### src/rtl/cpu_mc_pkg.sv
// cpu_mc_pkg: shared constants for the multi-cycle CPU.
//   Opcodes (IR[15:12]), ALU func codes (IR[2:0]), FSM state enum and the
//   immediate width used for sign extension.
// Instruction fields: rs = IR[11:9], rt = IR[8:6], rd = IR[5:3],
//   func = IR[2:0], imm6 = IR[5:0], jump target = IR[8:0].
package cpu_mc_pkg;

    localparam int IMM_W = 6;

    localparam logic [3:0] OP_RTYPE = 4'b0000;
    localparam logic [3:0] OP_JMP   = 4'b0001;
    localparam logic [3:0] OP_LB    = 4'b0010;
    localparam logic [3:0] OP_SB    = 4'b0100;
    localparam logic [3:0] OP_ADDI  = 4'b0101;
    localparam logic [3:0] OP_ANDI  = 4'b0110;
    localparam logic [3:0] OP_ORI   = 4'b0111;
    localparam logic [3:0] OP_BEQ   = 4'b1000;
    localparam logic [3:0] OP_BNE   = 4'b1001;
    localparam logic [3:0] OP_BGEZ  = 4'b1010;
    localparam logic [3:0] OP_BLTZ  = 4'b1011;
    localparam logic [3:0] OP_CALL  = 4'b1100;
    localparam logic [3:0] OP_RET   = 4'b1101;

    localparam logic [2:0] F_ADD   = 3'b000;
    localparam logic [2:0] F_SUB   = 3'b001;
    localparam logic [2:0] F_PASSA = 3'b010;
    localparam logic [2:0] F_XOR   = 3'b011;
    localparam logic [2:0] F_SHL1  = 3'b100;
    localparam logic [2:0] F_AND   = 3'b101;
    localparam logic [2:0] F_OR    = 3'b110;
    localparam logic [2:0] F_SHR1  = 3'b111;
    // R-type func 001 is decoded as HALT before the ALU sees it.
    localparam logic [2:0] F_HALT  = 3'b001;

    typedef enum logic [1:0] {FETCH, EXEC, MEM, HALT} state_t;

endpackage

### src/rtl/cpu_mc_regfile.sv
// cpu_mc_regfile: NREG x DW register file.
//   CLK, RESET      : clock, synchronous active-high clear of all registers
//   RA1/RD1, RA2/RD2: asynchronous read ports (r0 always reads 0)
//   WA, WD, WE      : synchronous write port (writes to r0 are dropped)
module cpu_mc_regfile #(
    parameter int DW   = 8,
    parameter int NREG = 8,
    localparam int RW  = (NREG > 1) ? $clog2(NREG) : 1
) (
    input  logic          CLK,
    input  logic          RESET,
    input  logic [RW-1:0] RA1,
    input  logic [RW-1:0] RA2,
    input  logic [RW-1:0] WA,
    input  logic          WE,
    input  logic [DW-1:0] WD,
    output logic [DW-1:0] RD1,
    output logic [DW-1:0] RD2
);

    logic [DW-1:0] regs [NREG];

    always_ff @(posedge CLK) begin
        if (RESET) begin
            for (int i = 0; i < NREG; i++) regs[i] <= '0;
        end else if (WE && (WA != '0)) begin
            regs[WA] <= WD;
        end
    end

    assign RD1 = (RA1 == '0) ? '0 : regs[RA1];
    assign RD2 = (RA2 == '0) ? '0 : regs[RA2];

endmodule

### src/rtl/cpu_mc.sv
// cpu_mc: multi-cycle 16-bit-instruction CPU with handshaked fetch and data.
//   CLK, RESET         : clock, synchronous active-high reset
//   EN_L               : active-low resume; a sampled 1->0 edge leaves HALT
//   I_REQ/I_ADDR       : fetch request and address (= PC)
//   I_VALID/Iin        : instruction return
//   D_REQ/D_WE/D_ADDR/D_WDATA : data request (D_WE=1 store)
//   D_RDATA/D_ACK      : data return / transfer complete
//   PC, HALTED         : current PC, core is in HALT
//   STK_ERR            : sticky RET-on-empty flag (only with CPU_CALL_EN)
// Build option: define CPU_CALL_EN to add CALL/RET and a 4-deep return stack.
// PW must exceed the immediate width (PW >= 7).
module cpu_mc
    import cpu_mc_pkg::*;
#(
    parameter int DW   = 8,
    parameter int PW   = 10,
    parameter int NREG = 8
) (
    input  logic          CLK,
    input  logic          RESET,
    input  logic          EN_L,
    output logic          I_REQ,
    output logic [PW-1:0] I_ADDR,
    input  logic          I_VALID,
    input  logic [15:0]   Iin,
    output logic          D_REQ,
    output logic          D_WE,
    output logic [PW-1:0] D_ADDR,
    output logic [DW-1:0] D_WDATA,
    input  logic [DW-1:0] D_RDATA,
    input  logic          D_ACK,
    output logic [PW-1:0] PC,
    output logic          HALTED
`ifdef CPU_CALL_EN
    ,
    output logic          STK_ERR
`endif
);

    localparam int RW = (NREG > 1) ? $clog2(NREG) : 1;

    state_t        state, stateNext;
    logic [PW-1:0] pc, pcNext;
    logic [15:0]   ir;
    logic          prevEnL;

    // decode
    logic [3:0]    op;
    logic [2:0]    func;
    logic [RW-1:0] rsA, rtA, rdA;
    logic [DW-1:0] rsVal, rtVal, immD, diff;
    logic [PW-1:0] immP, pcPlus2, brTgt, jmpTgt;
    logic [9:0]    jRaw;

    assign op      = ir[15:12];
    assign func    = ir[2:0];
    assign rsA     = ir[9 +: RW];
    assign rtA     = ir[6 +: RW];
    assign rdA     = ir[3 +: RW];
    assign immD    = {{(DW-IMM_W){ir[IMM_W-1]}}, ir[IMM_W-1:0]};
    assign immP    = {{(PW-IMM_W){ir[IMM_W-1]}}, ir[IMM_W-1:0]};
    assign pcPlus2 = pc + PW'(2);
    assign brTgt   = pcPlus2 + (immP << 1);
    assign jRaw    = {ir[8:0], 1'b0};
    assign jmpTgt  = PW'(jRaw);
    assign diff    = rsVal - rtVal;

    // register file
    logic          rfWe;
    logic [RW-1:0] rfWa;
    logic [DW-1:0] rfWd;

    cpu_mc_regfile #(.DW(DW), .NREG(NREG)) uRf (
        .CLK  (CLK),
        .RESET(RESET),
        .RA1  (rsA),
        .RA2  (rtA),
        .WA   (rfWa),
        .WE   (rfWe),
        .WD   (rfWd),
        .RD1  (rsVal),
        .RD2  (rtVal)
    );

    // ALU: I-types reuse the R-type datapath with a forced func
    logic [2:0]    aluF;
    logic [DW-1:0] aluB, aluY;

    always_comb begin
        aluB = (op == OP_RTYPE) ? rtVal : immD;
        case (op)
            OP_ADDI: aluF = F_ADD;
            OP_ANDI: aluF = F_AND;
            OP_ORI:  aluF = F_OR;
            default: aluF = func;
        endcase
        case (aluF)
            F_ADD:   aluY = rsVal + aluB;
            F_SUB:   aluY = rsVal - aluB;
            F_PASSA: aluY = rsVal;
            F_XOR:   aluY = rsVal ^ aluB;
            F_SHL1:  aluY = rsVal << 1;
            F_AND:   aluY = rsVal & aluB;
            F_OR:    aluY = rsVal | aluB;
            F_SHR1:  aluY = rsVal >> 1;
            default: aluY = rsVal;
        endcase
    end

`ifdef CPU_CALL_EN
    // circular return stack: a push when full overwrites the oldest entry
    localparam int RSD = 4;
    localparam int SPW = $clog2(RSD);

    logic [PW-1:0] rstk [RSD];
    logic [SPW-1:0] sp;
    logic [SPW:0]   cnt;
    logic           stkErr, push, pop, stkEmpty;
    logic [PW-1:0]  stkTop;

    assign stkEmpty = (cnt == '0);
    assign stkTop   = rstk[sp - 1'b1];
    assign STK_ERR  = stkErr;

    always_ff @(posedge CLK) begin
        if (RESET) begin
            sp     <= '0;
            cnt    <= '0;
            stkErr <= 1'b0;
            for (int i = 0; i < RSD; i++) rstk[i] <= '0;
        end else if (push) begin
            rstk[sp] <= pcPlus2;
            sp       <= sp + 1'b1;
            if (cnt != (SPW+1)'(RSD)) cnt <= cnt + 1'b1;
        end else if (pop) begin
            if (stkEmpty) begin
                stkErr <= 1'b1;
            end else begin
                sp  <= sp - 1'b1;
                cnt <= cnt - 1'b1;
            end
        end
    end
`endif

    // next state / datapath control
    always_comb begin
        stateNext = state;
        pcNext    = pc;
        rfWe      = 1'b0;
        rfWa      = rtA;
        rfWd      = aluY;
`ifdef CPU_CALL_EN
        push      = 1'b0;
        pop       = 1'b0;
`endif
        case (state)
            FETCH: if (I_VALID) stateNext = EXEC;
            EXEC: begin
                stateNext = FETCH;
                pcNext    = pcPlus2;
                case (op)
                    OP_RTYPE: begin
                        if (func == F_HALT) begin
                            stateNext = HALT;
                            pcNext    = pc;
                        end else begin
                            rfWe = 1'b1;
                            rfWa = rdA;
                        end
                    end
                    OP_ADDI, OP_ANDI, OP_ORI: rfWe = 1'b1;
                    OP_LB, OP_SB: begin
                        stateNext = MEM;
                        pcNext    = pc;
                    end
                    OP_JMP:  pcNext = jmpTgt;
                    OP_BEQ:  if (diff == '0) pcNext = brTgt;
                    OP_BNE:  if (diff != '0) pcNext = brTgt;
                    OP_BLTZ: if (rsVal[DW-1]) pcNext = brTgt;
                    OP_BGEZ: if (!rsVal[DW-1]) pcNext = brTgt;
`ifdef CPU_CALL_EN
                    OP_CALL: begin
                        push   = 1'b1;
                        pcNext = jmpTgt;
                    end
                    OP_RET: begin
                        pop    = 1'b1;
                        pcNext = stkEmpty ? '0 : stkTop;
                    end
`else
                    OP_CALL, OP_RET: ;
`endif
                    default: ;
                endcase
            end
            MEM: begin
                if (D_ACK) begin
                    stateNext = FETCH;
                    pcNext    = pcPlus2;
                    if (op == OP_LB) begin
                        rfWe = 1'b1;
                        rfWd = D_RDATA;
                    end
                end
            end
            HALT: begin
                if (prevEnL && !EN_L) begin
                    stateNext = FETCH;
                    pcNext    = pcPlus2;
                end
            end
            default: stateNext = FETCH;
        endcase
    end

    always_ff @(posedge CLK) begin
        if (RESET) begin
            state   <= FETCH;
            pc      <= '0;
            ir      <= '0;
            prevEnL <= 1'b1;
        end else begin
            state   <= stateNext;
            pc      <= pcNext;
            prevEnL <= EN_L;
            if (state == FETCH && I_VALID) ir <= Iin;
        end
    end

    // Moore request outputs; IR and registers are frozen in MEM so the
    // address and store data stay stable until D_ACK.
    assign I_REQ   = (state == FETCH) && !RESET;
    assign I_ADDR  = pc;
    assign D_REQ   = (state == MEM) && !RESET;
    assign D_WE    = (state == MEM) && !RESET && (op == OP_SB);
    assign D_ADDR  = PW'(rsVal) + immP;
    assign D_WDATA = rtVal;
    assign PC      = pc;
    assign HALTED  = (state == HALT);

endmodule

### config.mk
export PLATFORM = sky130hd
export DESIGN_NAME = cpu_mc
export DESIGN_NICKNAME = d
export VERILOG_FILES = /design/src/rtl/cpu_mc_pkg.sv /design/src/rtl/cpu_mc_regfile.sv /design/src/rtl/cpu_mc.sv
export SDC_FILE = /design/constraint.sdc
export NUM_CORES = 1
export LEC_CHECK = 0
export ABC_AREA = 1
export BUFFER_PORTS_ARGS = -buffer_cell sky130_fd_sc_hd__buf_4
export CAP_MARGIN = 10
export CORE_ASPECT_RATIO = 0.6
export CORE_UTILIZATION = 61
export DETAILED_ROUTE_END_ITERATION = 7
export GPL_TIMING_DRIVEN = 0
export HOLD_SLACK_MARGIN = 0.03
export PLACE_DENSITY_LB_ADDON = 0.12
export SLEW_MARGIN = 5
export SYNTH_ARGS = -nofsm -noshare
export SYNTH_HDL_FRONTEND = slang
export SYNTH_HIERARCHICAL = 1
export SYNTH_SLANG_ARGS = --single-unit
### constraint.sdc
create_clock -name CLK -period 3.9 [get_ports CLK]
set_clock_uncertainty 0.1 [all_clocks]
set_input_delay 0.78 -clock CLK [delete_from_list [all_inputs] [get_ports CLK]]
set_output_delay 0.78 -clock CLK [all_outputs]
set_load 0.02 [all_outputs]
==> flow_metrics.env, run 1 <==
export IMPL_status="finished with violations"
export IMPL_violations="setup timing"
export IMPL_vias=8849
export IMPL_worstPathRequired_ns=3.02
export IMPL_critPathMaxFanout=7
export IMPL_port_buffers=68
export IMPL_dr_pass1_iters=6
export IMPL_seq_area_frac_synth_pct=30.6
export IMPL_relSlewSlack_pct=54.5
export IMPL_final_nets=1406
export IMPL_cts_hold_buf=0
export IMPL_gp_congestion=1.05
export IMPL_clock_sinks=92
export IMPL_layout_commonest_cell="nand2_1"
export IMPL_synth_top_flop_cell="edfxtp_1"
export IMPL_synth_compound_area_share_pct=13.8
export IMPL_mappedNetlistArea_sq_um=8120
export IMPL_synth_adder_area_share_pct=8.90
export IMPL_synth_top_family_by_area="simple AND/OR/NAND/NOR gates"
export IMPL_p_leak_nw=4.91
export IMPL_layout_common_cells="nand2_1, inv_1, buf_4"
export IMPL_synth_edf_count=64
export IMPL_fp_dieW_um=151
export IMPL_detail_route_wl_per_cell_um=18.8
export IMPL_cts_buffers=9
export IMPL_rsz0062_at_grt="yes"
export IMPL_cts_tree="yes"
export IMPL_die_area_sq_um=13800
export IMPL_drtAntennaViolNets=0
export IMPL_hpwl_mm=20.7
export IMPL_synthMuxAreaShare_pct=0
export IMPL_fp_row_count=32
export IMPL_ys_warnings_count=6
export IMPL_worstMarginPinSlew_ns=0.679
export IMPL_via_per_inst=5.92
export IMPL_drive_gt1_share_pct=22.9
export IMPL_yosysTopAreaCellShare_pct=23.7
export IMPL_finalMaxSlewViolations=0
export IMPL_synth_simple_area_share_pct=30.7
export IMPL_io_pins=71
export IMPL_async_flop_share_pct=0
export IMPL_synthDistinctLibCells=50
export IMPL_p_per_area_nw_per_um2=872
export IMPL_final_hold_viol_count=0
export IMPL_placed_cells_incl_taps=1435
export IMPL_start_util_pct=62.8
export IMPL_drt_iter0_markers=1246
export IMPL_yosysTopAreaCell="edfxtp_1"
export IMPL_drv_cap=0
export IMPL_synth_area_leaders="edfxtp_1, nand2_1, inv_1, ha_1, dfxtp_1"
export IMPL_grt_start_max_net_pins=19
export IMPL_setup_viol=4
export IMPL_clock_latency_ns=0.36
export IMPL_path_class="reg2out"
export IMPL_track_usage_pct=39.5
export IMPL_end_kind="output pin"
export IMPL_routed_wirelength_mm=28.2
export IMPL_areaGrowthSynthToFinish_pct=24.2
export IMPL_path_clk_slew_ns=0.07
export IMPL_synth_xor_area_share_pct=2.91
export IMPL_setup_slack_ns=-0.0940
export IMPL_ys_ff_latch=92
export IMPL_die_h_um=91.4
export IMPL_instances_no_fill=1496
export IMPL_root_buffer="clkbuf_16"
export IMPL_antenna_found_initial=0
export IMPL_cts_buffer_depth=2
export IMPL_hp_class="reg2reg"
export IMPL_num_antenna_cells=0
export IMPL_synth_cells=1189
export IMPL_post_route_min_period_ns=3.99
export IMPL_grt_ovfl_total=0
export IMPL_pre_cts_slack_ns=-0.403
export IMPL_holdWs_ns=0.412
export IMPL_remaining_drc_errors=0
export IMPL_coreArea_sq_um=12900
export IMPL_post_route_period_util_pct=102
export IMPL_grt_pass1_wl_mm=40.2
export IMPL_arrival_ns=3.11
export IMPL_finalPower_mw=8.79
export IMPL_startpoint_type="flip-flop"
export IMPL_first_global_vias=7506
export IMPL_irDropWorstVdd_uv=750
export IMPL_synth_avg_cell_area_sq_um=6.83
export IMPL_fmax_mhz=250
export IMPL_htree_num_levels=3
[path summary, 6_finish.rpt]
| check | slack, ns | to | depth (start not counted) | from |
|---|---|---|---|---|
| setup / recovery | -0.09 | D_ADDR[4] | 18 | ir[9] |
| hold / removal | 0.41 | ir[10] | 2 | ir[10] |
| setup reg to reg | 0.02 | uRf/regs[2][6] | 22 | ir[6] |
| hold reg to reg | 0.41 | ir[10] | 2 | ir[10] |
[cell families (layout without fill, tap and decap cells)]
group / count (synthesis) / in the layout
simple gates: 577 / 577
buf+inv: 250 / 379
compound gates: 185 / 185
flops: 92 / 92
fa+ha+maj: 56 / 56
xor+xnor: 27 / 27
other cells: 2 / 10
[critical path: stages (launching register included)]
cell and delay (ns):
dfxtp_2 0.35, buf_8 0.15, inv_8 0.05, buf_8 0.13, nand2_1 0.10, nand3_1 0.09, nand2_1 0.17, nor2_2 0.08
nor2_4 0.17, ha_4 0.25, a21oi_2 0.16, o21ai_2 0.09, buf_4 0.13, buf_4 0.12, buf_4 0.12, buf_4 0.12
buf_4 0.13, xor2_1 0.17, buf_4 0.18
[stage by stage]
step | util [%] | instance area (sq um) | setup TNS, ns
finish | 78.0 | 10100 | -0.304
global route | 78.0 | 10100 | -1.44
CTS | 74.0 | 9570 | 0
detailed placement | 68.6 | 8870 | -12.33
global placement | 68.6 | 8870 | -10.59
floorplan | - | 8150 | 0
[power by group]
part | switching [mW] | internal [mW]
clock network | 0.436 | 0.514
logic | 4.22 | 2.27
registers | 0.183 | 1.17
[synth_stat cells, types with 3 or more instances]
cell type	count
clkbuf_1	7
inv_2	8
a31oi_1	8
nand4_2	3
o21ai_1	5
nand3_2	10
o21ai_0	49
buf_2	19
o22ai_1	15
dfxtp_1	28
edfxtp_1	64
a21oi_1	61
nor2_2	3
buf_6	5
buf_4	14
ha_1	53
o211ai_1	28
nor2_4	4
o21ai_2	3
nand4_1	5
nand3_1	87
o21a_1	3
xor2_1	19
xnor2_1	8
nor2_1	131
fa_1	3
nand2_2	5
nor3_1	11
inv_1	195
nand2_1	308
[area by class of cell]
type                            instances  area, sq um
Tap cell                              170          213
Multi-Input combinational cell        855         4970
Clock buffer                            9          225
Clock inverter                          7         92.6
Buffer                                 44          399
Timing Repair Buffer                  115          892
Sequential cell                        92         2490
Inverter                              204          807
Fill cell                             989         2840
[state kept, by name, indices dropped and copies added (netlist names)]
| signal | count |
|---|---|
| uRf/regs | 64 |
| ir | 16 |
| I_ADDR | 9 |
| state | 2 |
| prevEnL | 1 |
[metal layers]
layer,up-vias,global-route usage [%],share of wire [%]
li1,4083,-,-
met1,4043,60.5,43
met2,654,53.7,40
met3,69,10.7,15
met4,0,9.67,2.1
met5,-,0,0
[repair_timing]
| item | CTS | global route |
|---|---|---|
| cloned | 0 | 1 |
| setup endpoints to repair | 40 | 103 |
| setup buffers | 18 | 28 |
| pin swaps | 19 | 47 |
| gates resized for setup | 76 | 96 |
No activity file was read; power rests on OpenSTA's default activity.
==> inputs of run 2 (changes only) <==
ABC_AREA = 0   (was 1)
==> run 2 against run 1 <==
Effect of this change:
- the flow still finishes with violations (setup timing)
- register-to-register slack lost 0.54 ns
- die area decreased by 8.1%
- combinational power down 68%
- design area decreased by 0.69%
- core utilization increased by 8.4 points
- cell count decreased by 23%
- clock-buffer cell count stayed put
- via count shrank 8.7%
- hold slack got worse by 0.0057 ns
- sequential share of layout area fell by 2.2 points
==> flow_metrics.env, run 2 <==
export IMPL_fin_tns_setup_ns=-18.67
export IMPL_grt_ovfl_total=0
export IMPL_placed_cells_incl_taps=1061
export IMPL_path_clk_slew_ns=0.07
export IMPL_critPathMaxFanout=6
export IMPL_hpwl_mm=18.5
export IMPL_pwr_share_comb_pct=51.5
export IMPL_placed_area_sq_um=8330
export IMPL_worstPathRequired_ns=3.02
export IMPL_final_hold_viol_count=0
export IMPL_finalMaxSlewViolations=0
export IMPL_largest_reg_flops=56
export IMPL_cp_slowest_stage_delay_ns=0.34
export IMPL_status="finished with violations"
export IMPL_vias=8078
export IMPL_fmax_mhz=226
export IMPL_final_nets=1071
export IMPL_relSlewSlack_pct=14.7
export IMPL_drtAntennaViolNets=0
export IMPL_r2r_slack_ns=-0.52
export IMPL_instances_no_fill=1151
export IMPL_seqPwrFrac_pct=26.2
export IMPL_layout_commonest_cell="buf_4"
export IMPL_end_kind="output pin"
export IMPL_track_usage_pct=44.6
export IMPL_root_buffer="clkbuf_16"
export IMPL_crit_start="ir[9]"
export IMPL_coreArea_sq_um=11600
export IMPL_hp_class="reg2reg"
export IMPL_arrival_ns=3.55
export IMPL_synth_avg_cell_area_sq_um=8.95
export IMPL_routed_wirelength_mm=31.2
export IMPL_fin_area_sq_um=10000
export IMPL_fin_util_pct=86.4
export IMPL_clock_power_share_pct=22.3
export IMPL_finalPower_mw=4.02
export IMPL_async_flop_share_pct=0
export IMPL_seq_area_frac_synth_pct=30.1
export IMPL_layout_common_cells="buf_4, nand2_1, and2_1"
export IMPL_grt_pass1_wl_mm=41.0
export IMPL_grt_start_max_net_pins=19
export IMPL_clock_latency_ns=0.36
export IMPL_r2r_start="ir[6]"
export IMPL_fp_dieW_um=145
export IMPL_yosysTopAreaCellShare_pct=22.6
export IMPL_synth_top_flop_cell="edfxtp_1"
export IMPL_synth_edf_count=56
export IMPL_detail_route_wl_per_cell_um=27.1
export IMPL_p_leak_nw=4.07
export IMPL_violations="setup timing"
export IMPL_synthTopCellsByCount="nand2_1, a21oi_1, and2_1"
export IMPL_holdWs_ns=0.406
export IMPL_critPathSlowestCell="dfxtp_2"
export IMPL_synthDistinctLibCells=77
export IMPL_num_antenna_cells=0
export IMPL_first_global_vias=7249
export IMPL_start_util_pct=64.2
export IMPL_die_area_sq_um=12700
export IMPL_cts_buffer_depth=2
export IMPL_p_switching_mw=1.74
export IMPL_cts_hold_buf=0
export IMPL_gp_congestion=0.943
export IMPL_post_route_min_period_ns=4.43
export IMPL_post_route_period_util_pct=114
export IMPL_via_per_inst=7.02
export IMPL_pre_cts_slack_ns=-1.01
export IMPL_setup_viol=79
export IMPL_synth_area_leaders="edfxtp_1, ha_1, dfxtp_1, and2_1, a21oi_1"
export IMPL_port_buffers=68
export IMPL_die_h_um=87.6
export IMPL_rsz0062_at_grt="yes"
export IMPL_antenna_found_initial=0
export IMPL_p_per_area_nw_per_um2=401
export IMPL_cts_tree="yes"
export IMPL_worstMarginPinSlew_ns=1.27
export IMPL_htree_num_levels=3
export IMPL_startpoint_type="flip-flop"
export IMPL_dr_pass1_iters=7
export IMPL_drv_cap=0
export IMPL_regMostFlops="uRf/regs"
export IMPL_path_class="reg2out"
export IMPL_irDropWorstVdd_uv=301
export IMPL_hp_start="ir[11]"
export IMPL_crit_chain="buf_6, buf_12, nor2b_4, buf_6, a221oi_4, a221oi_4, ha_2, inv_2, fa_2, nor2b_2, o21ai_2, a21boi_2, o21a_1, o21ai_1, a21oi_1, nor2_1, xnor2_2, buf_4"
export IMPL_io_pins=71
export IMPL_drive_gt1_share_pct=34.5
export IMPL_synth_cells=832
export IMPL_drt_iter0_markers=1265
export IMPL_clock_sinks=84
export IMPL_fp_row_count=30
export IMPL_areaGrowthSynthToFinish_pct=34.5
export IMPL_p_int_mw=2.28
export IMPL_switching_share_pct=43.3
export IMPL_setup_slack_ns=-0.528
export IMPL_yosysMostFrequentCell="nand2_1"
export IMPL_ys_ff_latch=84
export IMPL_cts_buffers=9
export IMPL_ys_warnings_count=6
export IMPL_yosysTopAreaCell="edfxtp_1"
export IMPL_mappedNetlistArea_sq_um=7450
export IMPL_remaining_drc_errors=0
run 2: changes by cell type after synthesis, sizes merged, moves of 16 or more:
cell / previous run / this run
nand2: 315 / 82
inv: 204 / 44
nor2: 138 / 54
nand3: 97 / 17
and2: 0 / 61
mux2i: 0 / 31
o21ai: 58 / 28
a221oi: 1 / 27
o211ai: 28 / 6
nor2b: 0 / 20
mux2: 0 / 19
xnor2: 8 / 24
run 2: timing repair:
item / 4_1_cts / 5_1_grt
gates cloned: 0 / 1
setup endpoints to repair: 64 / 96
buffers inserted: 40 / 36
resized for setup: 86 / 77
pin swaps: 35 / 50
run 2: final cells by class:
cell class	instances	area (sq um)
Sequential cell	84	2250
Inverter	44	170
Timing Repair Buffer	143	1160
Clock inverter	7	76.3
Fill cell	589	1580
Tap cell	160	200
Clock buffer	9	225
Multi-Input combinational cell	652	5530
Buffer	52	402
run 2: path summary, 6_finish.rpt:
| kind | cells past startpoint | endpoint |
|---|---|---|
| setup / recovery | 18 | D_ADDR[8] |
| hold / removal | 2 | ir[11] |
| setup reg to reg | 18 | I_ADDR[6] |
| hold reg to reg | 2 | ir[11] |
run 2: logic make-up (layout without fill, tap and decap cells):
kind of cell | Yosys count | after routing | share of synthesized area, %
xor+xnor | 35 | 35 | 4.11
simple gates | 300 | 300 | 21.6
fa+ha+maj | 56 | 56 | 9.71
buf+inv | 97 | 255 | 6.80
other cells | 1 | 2 | 0.0503
flops | 84 | 84 | 30.1
compound gates | 209 | 209 | 20.3
mux | 50 | 50 | 7.29
run 2: power groups by stage:
stage / logic [mW] / registers [mW] / clock network [mW]
global route: 2.14 / 1.06 / 0.916
floorplan: 1.03 / 1.05 / 0
CTS: 1.68 / 1.04 / 0.874
detailed placement: 1.48 / 1.06 / 0
global placement: 1.42 / 1.06 / 0
finish: 2.07 / 1.05 / 0.895
run 2: routing by layer:
layer,vias up,GRT usage (%),routed length [um],part of all wire (%)
met1,3774,59.8,11600,37
met5,-,0,0,0
li1,3325,-,-,-
met2,772,64.8,12600,40
met4,0,18.4,1920,6.2
met3,207,16.5,5070,16
run 2: critical path: cells and delay by family (launching register included):
family,cells,cell delay (ns)
simple gates,3,0.42
compound gates,7,1.05
fa+ha+maj,2,0.60
flops,1,0.34
buf+inv,5,0.63
xor+xnor,1,0.13
==> inputs of run 3 (changes only) <==
CORE_UTILIZATION = 38   (was 61)
MAX_ROUTING_LAYER = met4   (was default)
==> run 3 against run 2 <==
Effect of this change:
- the run still ends with setup timing left
- flip-flop and latch count did not move
- wire length fell by 14%
- critical path depth decreased by 3
- first-iteration DRC count decreased by 39%
- critical path type unchanged
- largest cell class unchanged
==> flow_metrics.env, run 3 (same netlist as run 2, synthesis figures left out) <==
export IMPL_nFillCells=1765
export IMPL_track_usage_pct=27.3
export IMPL_irDropWorstVdd_uv=273
export IMPL_post_route_period_util_pct=109
export IMPL_routed_wirelength_mm=26.7
export IMPL_fin_tns_setup_ns=-5.12
export IMPL_path_clk_slew_ns=0.07
export IMPL_drive_gt1_share_pct=35.0
export IMPL_seq_area_sq_um=2250
export IMPL_fp_dieW_um=183
export IMPL_grt_pass1_wl_mm=39.8
export IMPL_grt_start_max_net_pins=15
export IMPL_critPathMaxFanout=5
export IMPL_multiInputGateArea_sq_um=5540
export IMPL_worstMarginPinSlew_ns=0.898
export IMPL_htree_num_levels=3
export IMPL_finalMaxSlewViolations=0
export IMPL_areaGrowthSynthToFinish_pct=34.3
export IMPL_setup_viol=39
export IMPL_largest_reg_flops=56
export IMPL_drv_cap=0
export IMPL_coreArea_sq_um=19100
export IMPL_remaining_drc_errors=0
export IMPL_relSlewSlack_pct=40.1
export IMPL_p_leak_nw=3.97
export IMPL_first_global_vias=6437
export IMPL_rsz0062_at_grt="yes"
export IMPL_clock_latency_ns=0.36
export IMPL_cts_buffers=9
export IMPL_antenna_found_initial=0
export IMPL_layout_commonest_cell="buf_4"
export IMPL_path_class="reg2out"
export IMPL_gp_congestion=0.913
export IMPL_port_buffers=68
export IMPL_worstPathRequired_ns=3.02
export IMPL_grt_ovfl_total=0
export IMPL_fp_row_count=39
export IMPL_die_area_sq_um=20200
export IMPL_cts_tree="yes"
export IMPL_dr_pass1_iters=5
export IMPL_layout_common_cells="buf_4, nand2_1, and2_1"
export IMPL_die_h_um=110
export IMPL_end_kind="output pin"
export IMPL_arrival_ns=3.38
export IMPL_setup_slack_ns=-0.365
export IMPL_final_nets=1052
export IMPL_final_hold_viol_count=0
export IMPL_fmax_mhz=234
export IMPL_root_buffer="clkbuf_16"
export IMPL_clock_sinks=84
export IMPL_finalPower_mw=3.91
export IMPL_p_per_area_nw_per_um2=391
export IMPL_status="finished with violations"
export IMPL_start_util_pct=38.9
export IMPL_drtAntennaViolNets=0
export IMPL_io_pins=71
export IMPL_hp_class="reg2reg"
export IMPL_via_per_inst=5.62
export IMPL_cts_buffer_depth=2
export IMPL_regMostFlops="uRf/regs"
export IMPL_hpwl_mm=19.2
export IMPL_post_route_min_period_ns=4.26
export IMPL_startpoint_type="flip-flop"
export IMPL_violations="setup timing"
export IMPL_vias=6973
export IMPL_detail_route_wl_per_cell_um=21.5
export IMPL_drt_iter0_markers=770
## run 3: layout make-up
| class | instances | area share [%] |
|---|---|---|
| Multi-Input combinational cell | 652 | 55.4 |
| Sequential cell | 84 | 22.5 |
| Timing Repair Buffer | 125 | 10.2 |
| Buffer | 51 | 3.91 |
| Tap cell | 266 | 3.33 |
| Clock buffer | 10 | 2.29 |
| Inverter | 44 | 1.68 |
| Clock inverter | 6 | 0.650 |
| Antenna cell | 2 | 0.0500 |
## run 3: stage by stage
step	instance area, sq um	utilization (%)	hold WS, ns	cells	setup slack (ns)
after floorplan	7620	-	0.333	833	0.000179
after global placement	8460	44.3	0.343	1167	-1.14
after detailed placement	8460	44.3	0.353	1167	-1.09
after CTS	9670	50.6	0.366	1234	-0.388
after global routing	10000	52.3	0.415	1238	-0.463
final	10000	52.3	0.381	1240	-0.365
## run 3: path summary, 6_finish.rpt
| check | cells past startpoint | slack (ns) | end | start |
|---|---|---|---|---|
| worst max-delay path | 15 | -0.36 | D_ADDR[9] | ir[9] |
| worst min-delay path | 2 | 0.38 | ir[11] | ir[11] |
| worst max register to register | 16 | -0.32 | I_ADDR[6] | ir[9] |
| worst min register to register | 2 | 0.38 | ir[11] | ir[11] |
## run 3: per-layer routing
layer	GRT usage, %	wire length (um)
met4	4.54	255
met3	7.16	2720
met1	43.8	13800
met5	-	0
met2	33.0	9890
## run 3: report_power, final
| group | total [mW] | switching (mW) | internal [mW] |
|---|---|---|---|
| Sequential | 1.06 | 0.0652 | 0.990 |
| Combinational | 1.98 | 1.13 | 0.845 |
| Clock | 0.881 | 0.384 | 0.497 |
## run 3: worst max-delay path, cell delays in order, from the launching register on
cell and delay [ns]:
dfxtp_4 0.41, buf_6 0.12, mux2_4 0.30, a221oi_4 0.42, a221oi_4 0.07, ha_2 0.21, buf_4 0.13, a21o_1 0.16
a21oi_2 0.18, o21ai_2 0.09, a21oi_2 0.16, o21bai_1 0.09, a21o_1 0.22, a21oi_2 0.18, xnor2_1 0.13, buf_4 0.16
## run 3: timing repair
item	4_1_cts	5_1_grt
endpoints found under the setup margin	72	105
pin swaps	49	29
hold buffers	0	0
cloned	2	0
buffers inserted	50	6
resized for setup	104	71
